`src/rtl/regfile_port_scheduler_if.sv`:
```
// rtl/regfile_port_scheduler_if.sv - Bundle of WB, long-latency, decode and regfile port signals (RF_BYPASS_EN adds forwarding).
interface regfile_port_scheduler_if;
    logic        wb_we;
    logic [4:0]  wb_rw;
    logic [31:0] wb_w;
    logic        wb_stall;
    logic        lu_issue;
    logic [4:0]  lu_issue_rw;
    logic        lu_valid;
    logic [4:0]  lu_rw;
    logic [31:0] lu_w;
    logic        lu_ready;
    logic [4:0]  id_ra;
    logic [4:0]  id_rb;
    logic [4:0]  id_rw;
    logic        hazard;
    logic [31:0] busy_vec;
    logic        rf_we;
    logic [4:0]  rf_rw;
    logic [31:0] rf_w;
`ifdef RF_BYPASS_EN
    logic [31:0] rf_a;
    logic [31:0] rf_b;
    logic [31:0] fwd_a;
    logic [31:0] fwd_b;
`endif

    modport master (
        output wb_we, wb_rw, wb_w, lu_issue, lu_issue_rw, lu_valid, lu_rw, lu_w,
        output id_ra, id_rb, id_rw,
`ifdef RF_BYPASS_EN
        output rf_a, rf_b,
        input  fwd_a, fwd_b,
`endif
        input  wb_stall, lu_ready, hazard, busy_vec, rf_we, rf_rw, rf_w
    );

    modport slave (
        input  wb_we, wb_rw, wb_w, lu_issue, lu_issue_rw, lu_valid, lu_rw, lu_w,
        input  id_ra, id_rb, id_rw,
`ifdef RF_BYPASS_EN
        input  rf_a, rf_b,
        output fwd_a, fwd_b,
`endif
        output wb_stall, lu_ready, hazard, busy_vec, rf_we, rf_rw, rf_w
    );
endinterface

```
`src/rtl/regfile_port_scheduler.sv`:
```
// rtl/regfile_port_scheduler.sv - Register file write-port arbiter with busy scoreboard; RF_BYPASS_EN adds decode forwarding.
module regfile_port_scheduler #(
    parameter int STARVE_LIMIT = 4,
    parameter int CNT_W        = 3
) (
    input  logic                     clk,
    input  logic                     rst_n,
    regfile_port_scheduler_if.slave  bus
);
    localparam logic [CNT_W-1:0] LIMIT = CNT_W'(STARVE_LIMIT);

    logic [31:0]      busy;
    logic [CNT_W-1:0] starve_cnt;
    logic             stall_q;

    logic        lu_ready;
    logic        lu_grant;
    logic        wb_grant;
    logic [4:0]  sel_rw;
    logic [31:0] sel_w;
    logic        hz_a;
    logic        hz_b;

    // A forced stall cycle hands the port to the long-latency unit regardless of WB.
    assign wb_grant = bus.wb_we & ~stall_q;
    assign lu_ready = ~wb_grant;
    assign lu_grant = bus.lu_valid & lu_ready;

    always_comb begin
        sel_rw = bus.lu_rw;
        sel_w  = bus.lu_w;
        if (wb_grant) begin
            sel_rw = bus.wb_rw;
            sel_w  = bus.wb_w;
        end
    end

    assign bus.rf_we    = (wb_grant | lu_grant) & (sel_rw != 5'd0);
    assign bus.rf_rw    = sel_rw;
    assign bus.rf_w     = sel_w;
    assign bus.lu_ready = lu_ready;
    assign bus.wb_stall = stall_q;
    assign bus.busy_vec = busy;

`ifdef RF_BYPASS_EN
    assign bus.fwd_a = (bus.rf_we && bus.rf_rw == bus.id_ra && bus.id_ra != 5'd0) ? bus.rf_w : bus.rf_a;
    assign bus.fwd_b = (bus.rf_we && bus.rf_rw == bus.id_rb && bus.id_rb != 5'd0) ? bus.rf_w : bus.rf_b;
    // A source being written this cycle is forwarded, so its busy bit no longer blocks decode.
    assign hz_a = busy[bus.id_ra] & ~(lu_grant && bus.lu_rw == bus.id_ra);
    assign hz_b = busy[bus.id_rb] & ~(lu_grant && bus.lu_rw == bus.id_rb);
`else
    assign hz_a = busy[bus.id_ra];
    assign hz_b = busy[bus.id_rb];
`endif

    assign bus.hazard = hz_a | hz_b | busy[bus.id_rw];

    always_ff @(posedge clk or negedge rst_n) begin
        if (!rst_n) begin
            busy       <= 32'd0;
            starve_cnt <= '0;
            stall_q    <= 1'b0;
        end else begin
            if (!bus.lu_valid || lu_grant) begin
                starve_cnt <= '0;
            end else if (starve_cnt != LIMIT) begin
                starve_cnt <= starve_cnt + 1'b1;
            end

            stall_q <= (starve_cnt == LIMIT) && !stall_q;

            // Later assignment wins: a new issue supersedes a same-cycle completion.
            if (lu_grant) begin
                busy[bus.lu_rw] <= 1'b0;
            end
            if (bus.lu_issue && bus.lu_issue_rw != 5'd0) begin
                busy[bus.lu_issue_rw] <= 1'b1;
            end
        end
    end
endmodule
```
`src/flat_wrapper.sv`:
```
// flat-port wrapper written by rule: the top's interface ports become plain ports
module regfile_port_scheduler_flat 
#(
    parameter int STARVE_LIMIT = 4,
    parameter int CNT_W        = 3
)
  (clk, rst_n, bus_wb_we, bus_wb_rw, bus_wb_w, bus_lu_issue, bus_lu_issue_rw, bus_lu_valid, bus_lu_rw, bus_lu_w, bus_id_ra, bus_id_rb, bus_id_rw, bus_wb_stall, bus_lu_ready, bus_hazard, bus_busy_vec, bus_rf_we, bus_rf_rw, bus_rf_w);
  regfile_port_scheduler_if bus_i ();
  input  logic clk;
  input  logic rst_n;
  input wire logic [$bits(bus_i.wb_we)-1:0] bus_wb_we;
  input wire logic [$bits(bus_i.wb_rw)-1:0] bus_wb_rw;
  input wire logic [$bits(bus_i.wb_w)-1:0] bus_wb_w;
  input wire logic [$bits(bus_i.lu_issue)-1:0] bus_lu_issue;
  input wire logic [$bits(bus_i.lu_issue_rw)-1:0] bus_lu_issue_rw;
  input wire logic [$bits(bus_i.lu_valid)-1:0] bus_lu_valid;
  input wire logic [$bits(bus_i.lu_rw)-1:0] bus_lu_rw;
  input wire logic [$bits(bus_i.lu_w)-1:0] bus_lu_w;
  input wire logic [$bits(bus_i.id_ra)-1:0] bus_id_ra;
  input wire logic [$bits(bus_i.id_rb)-1:0] bus_id_rb;
  input wire logic [$bits(bus_i.id_rw)-1:0] bus_id_rw;
  output wire logic [$bits(bus_i.wb_stall)-1:0] bus_wb_stall;
  output wire logic [$bits(bus_i.lu_ready)-1:0] bus_lu_ready;
  output wire logic [$bits(bus_i.hazard)-1:0] bus_hazard;
  output wire logic [$bits(bus_i.busy_vec)-1:0] bus_busy_vec;
  output wire logic [$bits(bus_i.rf_we)-1:0] bus_rf_we;
  output wire logic [$bits(bus_i.rf_rw)-1:0] bus_rf_rw;
  output wire logic [$bits(bus_i.rf_w)-1:0] bus_rf_w;
  assign bus_i.wb_we = bus_wb_we;
  assign bus_i.wb_rw = bus_wb_rw;
  assign bus_i.wb_w = bus_wb_w;
  assign bus_i.lu_issue = bus_lu_issue;
  assign bus_i.lu_issue_rw = bus_lu_issue_rw;
  assign bus_i.lu_valid = bus_lu_valid;
  assign bus_i.lu_rw = bus_lu_rw;
  assign bus_i.lu_w = bus_lu_w;
  assign bus_i.id_ra = bus_id_ra;
  assign bus_i.id_rb = bus_id_rb;
  assign bus_i.id_rw = bus_id_rw;
  assign bus_wb_stall = bus_i.wb_stall;
  assign bus_lu_ready = bus_i.lu_ready;
  assign bus_hazard = bus_i.hazard;
  assign bus_busy_vec = bus_i.busy_vec;
  assign bus_rf_we = bus_i.rf_we;
  assign bus_rf_rw = bus_i.rf_rw;
  assign bus_rf_w = bus_i.rf_w;
  regfile_port_scheduler #(.STARVE_LIMIT(STARVE_LIMIT), .CNT_W(CNT_W)) u_core (.clk(clk), .rst_n(rst_n), .bus(bus_i));
endmodule
```
`config.mk`:
```
export PLATFORM = sky130hd
export DESIGN_NAME = regfile_port_scheduler_flat
export DESIGN_NICKNAME = d
export VERILOG_FILES = /design/src/rtl/regfile_port_scheduler_if.sv /design/src/rtl/regfile_port_scheduler.sv /design/src/flat_wrapper.sv
export SDC_FILE = /design/constraint.sdc
export NUM_CORES = 1
export LEC_CHECK = 0
export CORE_ASPECT_RATIO = 1.4
export CORE_MARGIN = 3
export CORE_UTILIZATION = 25
export DETAILED_ROUTE_END_ITERATION = 6
export MAX_ROUTING_LAYER = met4
export SETUP_SLACK_MARGIN = 0.2
export SYNTH_ARGS = -nofsm -noshare
export SYNTH_HDL_FRONTEND = slang
export SYNTH_SLANG_ARGS = --single-unit
export TNS_END_PERCENT = 50
```
`constraint.sdc`:
```
create_clock -name clk -period 4 [get_ports clk]
set_input_delay 0.8 -clock clk [delete_from_list [all_inputs] [get_ports clk]]
set_output_delay 0.8 -clock clk [all_outputs]
set_load 0.1 [all_outputs]
```
==> run_results.csv <==
group,metric,value,unit
run,max_cap_viol_count,0,
sta,hold_violations,0,
critical_path,cp.required,3200,ps
die,dieArea,13000,um2
layout,fin_util,47.5,%
hold_path,hold_end,"u_core.bus.wb_stall",
synth,synth_top_area_share,30.8,%
clock_network,cts_buffer_depth,2,
drt,drtIter0Drc,299,
layout,final_area,5410,um2
critical_path,endpoint_kind,"primary output",
layout,fin_cells,703,
synth,syn_area,2920,um2
layout,drive_gt1_share,13.1,%
sta,setup_slack,326,ps
power,p_per_area,464,nW/um2
place,gp_congestion,0.962,
drt,post_drt_wl_per_cell,19.1,um
status,status,"complete, no violations",
drt,wirelength,13.4,mm
global_route,antenna_found_initial,1,
power,cellLeakagePower,2.34,nW
clock_network,cts_tree,"yes",
layout,final_cell_mix,"nand2_1 (130), clkdlybuf4s50_1 (129), o21ai_0 (55)",
global_route,grt_start_max_net_pins,37,
drt,post-route-drc-count,0,
global_route,grt_pass1_wl,20.7,mm
place,portBuffers,171,
sta,fin_skew,4.62,ps
global_route,grt.overflow.total,0,
sta,rsz0062_at_grt,"false",
drt,postRouteAntennaNets,0,
critical_path,timing.rr.end,"u_core.bus.busy_vec[24]",
critical_path,reg2reg_depth,5,
drt,drtPass1Iterations,5,
layout,syn_to_final_growth,84.9,%
synth,synthDistinctLibCells,43,
sta,holdWs,489,ps
power,peakVddDrop,197,uV
place,dp_cells,692,
sta,worst_pin_slew,1030,ps
global_route,grt_util_all_layers,20.8,%
critical_path,cp_max_fo,12,
global_route,first_global_vias,3825,
clock_network,cts_hold_buf,0,
place,dpl-instance-area,5240,um2
layout,layout_commonest_cell,"nand2_1",
critical_path,path_class,"in2out",
synth,netlist_top_cells_area,"dfrtp_1 (31%), nand2_1 (17%), mux2i_1 (9.9%)",
die,initial_core_util,25.7,%
sta,tns,0,ps
layout,nets,659,
place,dp_hpwl,11.1,mm
die,io_pins,172,
synth,seq_area_frac_synth,30.8,%
sta,period_needed,3670,ps
hold_path,hold_depth,1,
layout,seq_area,901,um2
die,fp.dieH,134,um
power,power,2.51,mW
synth,avgSynthCellArea,7.59,um2
clock_network,path_clk_slew,50,ps
hold_path,hp-class,"reg2reg",
drt,vias_per_cell,5.22,
synth,synthesis.nets,486,
critical_path,rr_startpoint,"u_core.bus.wb_stall",
sta,drv_slew,0,
die,rows,46,
synth,netlist_instances,385,
clock_network,cts-root-buf,"clkbuf_16",
critical_path,arrival,2870,ps
layout,final.fill_count,1099,
synth,yosys.area.top_type,"dfrtp_1",
sta,setup_viol,0,
place,pre_cts_slack,92.8,ps
die,die_w,97.4,um
die,coreArea,11400,um2
clock_network,clkSinkCount,36,
sta,finalCritPeriodShare,91.8,%
critical_path,ff2ff_setup_slack,2200,ps
sta,fmax,272,MHz
critical_path,startpoint_type,"input pin",
drt,dr_total_vias,3667,
clock_network,worstSkewPairLatency,280,ps
clock_network,numCtsBuffers,5,
sta,relSlewSlack,31.4,%
clock_network,htreeDepth,2,
hold_path,worstHoldStart,"u_core.bus.wb_stall",
synth,yosys_warnings,0,
synth,ys_ff_latch,36,
layout,multiInputGateArea,1920,um2
## registers in the layout (all words and copies together), names as in the netlist
name	cells
u_core.starve_cnt	3
u_core.bus.busy_vec	32
u_core.bus.wb_stall	1
## how the worst max path moves through the flow
stage | startpoint | to | slack, ps | cells past startpoint
6_report | bus_id_ra[1] | bus_hazard | 330 | 8
2_1_floorplan | u_core.bus.wb_stall | bus_rf_we | -20 | 6
4_1_cts | bus_id_ra[0] | bus_hazard | 210 | 7
5_1_grt | bus_id_ra[1] | bus_hazard | 230 | 8
3_3_place_gp | bus_id_rw[0] | bus_hazard | 110 | 7
3_5_place_dp | bus_id_rw[0] | bus_hazard | 90 | 7
## kinds of logic (layout without fill, tap and decap cells)
family	Yosys count	in the layout	synth area share (%)
flops	36	36	30.8
xor+xnor	1	1	0.300
other cells	0	1	0
fa+ha+maj	2	2	0.856
compound gates	86	86	16.6
mux	41	41	18.5
buf+inv	26	199	3.72
simple gates	193	193	29.2
## synth_stat cells
master / instances
buf_1: 1
o2111ai_1: 2
dfrtp_1: 36
nand4b_1: 2
and2b_1: 1
o21a_1: 1
and2_1: 1
ha_1: 2
a21oi_1: 5
a2111oi_0: 1
a211oi_1: 1
mux2_1: 2
nand3_1: 15
nand4_1: 4
nand3b_1: 5
or3_1: 1
mux4_1: 4
mux2i_1: 29
buf_6: 1
nor3_1: 1
mux4_2: 5
clkbuf_1: 16
or4b_1: 1
or3b_2: 1
o22a_1: 1
o31ai_1: 2
nor2_1: 12
buf_2: 3
nor2b_1: 8
mux2_2: 1
o211ai_1: 3
inv_2: 1
nand2_1: 130
a31oi_1: 1
a311oi_1: 1
o21ai_1: 6
or4_1: 3
nand2b_1: 8
inv_1: 4
o22ai_1: 1
xnor2_1: 1
a22oi_1: 6
o21ai_0: 55
## power breakdown
group	total, mW	leakage (nW)	internal [mW]	switching (mW)
combinational	1.57	1.83	0.489	1.08
sequential	0.578	0.439	0.440	0.137
clock	0.363	0.0667	0.226	0.137
total	2.51	2.34	1.16	1.36
## cell type report
class | instances | share of cell area [%]
inverter | 5 | 0.347
clock buffer | 6 | 2.38
sequential | 36 | 16.7
clock inverter | 1 | 0.0925
antenna | 1 | 0.0463
multi-input combinational | 323 | 35.6
timing repair buffer | 187 | 41.6
tap | 144 | 3.33
## critical path: stages
cell,delay (ps)
clkdlybuf4s50_1,460
buf_4,210
mux2i_2,270
mux2i_1,90
o2111ai_1,190
nand4_1,120
or4_4,540
buf_12,180
## metal layers
layer	wire, um	global-route usage (%)	vias up
li1	-	-	1702
met1	5130	24.7	1710
met2	6560	34.6	229
met3	1360	4.84	26
met4	352	7.01	0
met5	0	-	-
## repair_timing
action | CTS | global route
setup endpoints to repair | 1 | 1
cloned | 0 | 1
setup buffers | 0 | 2
resized for setup | 2 | 3
(Power assumes the default switching activity.)
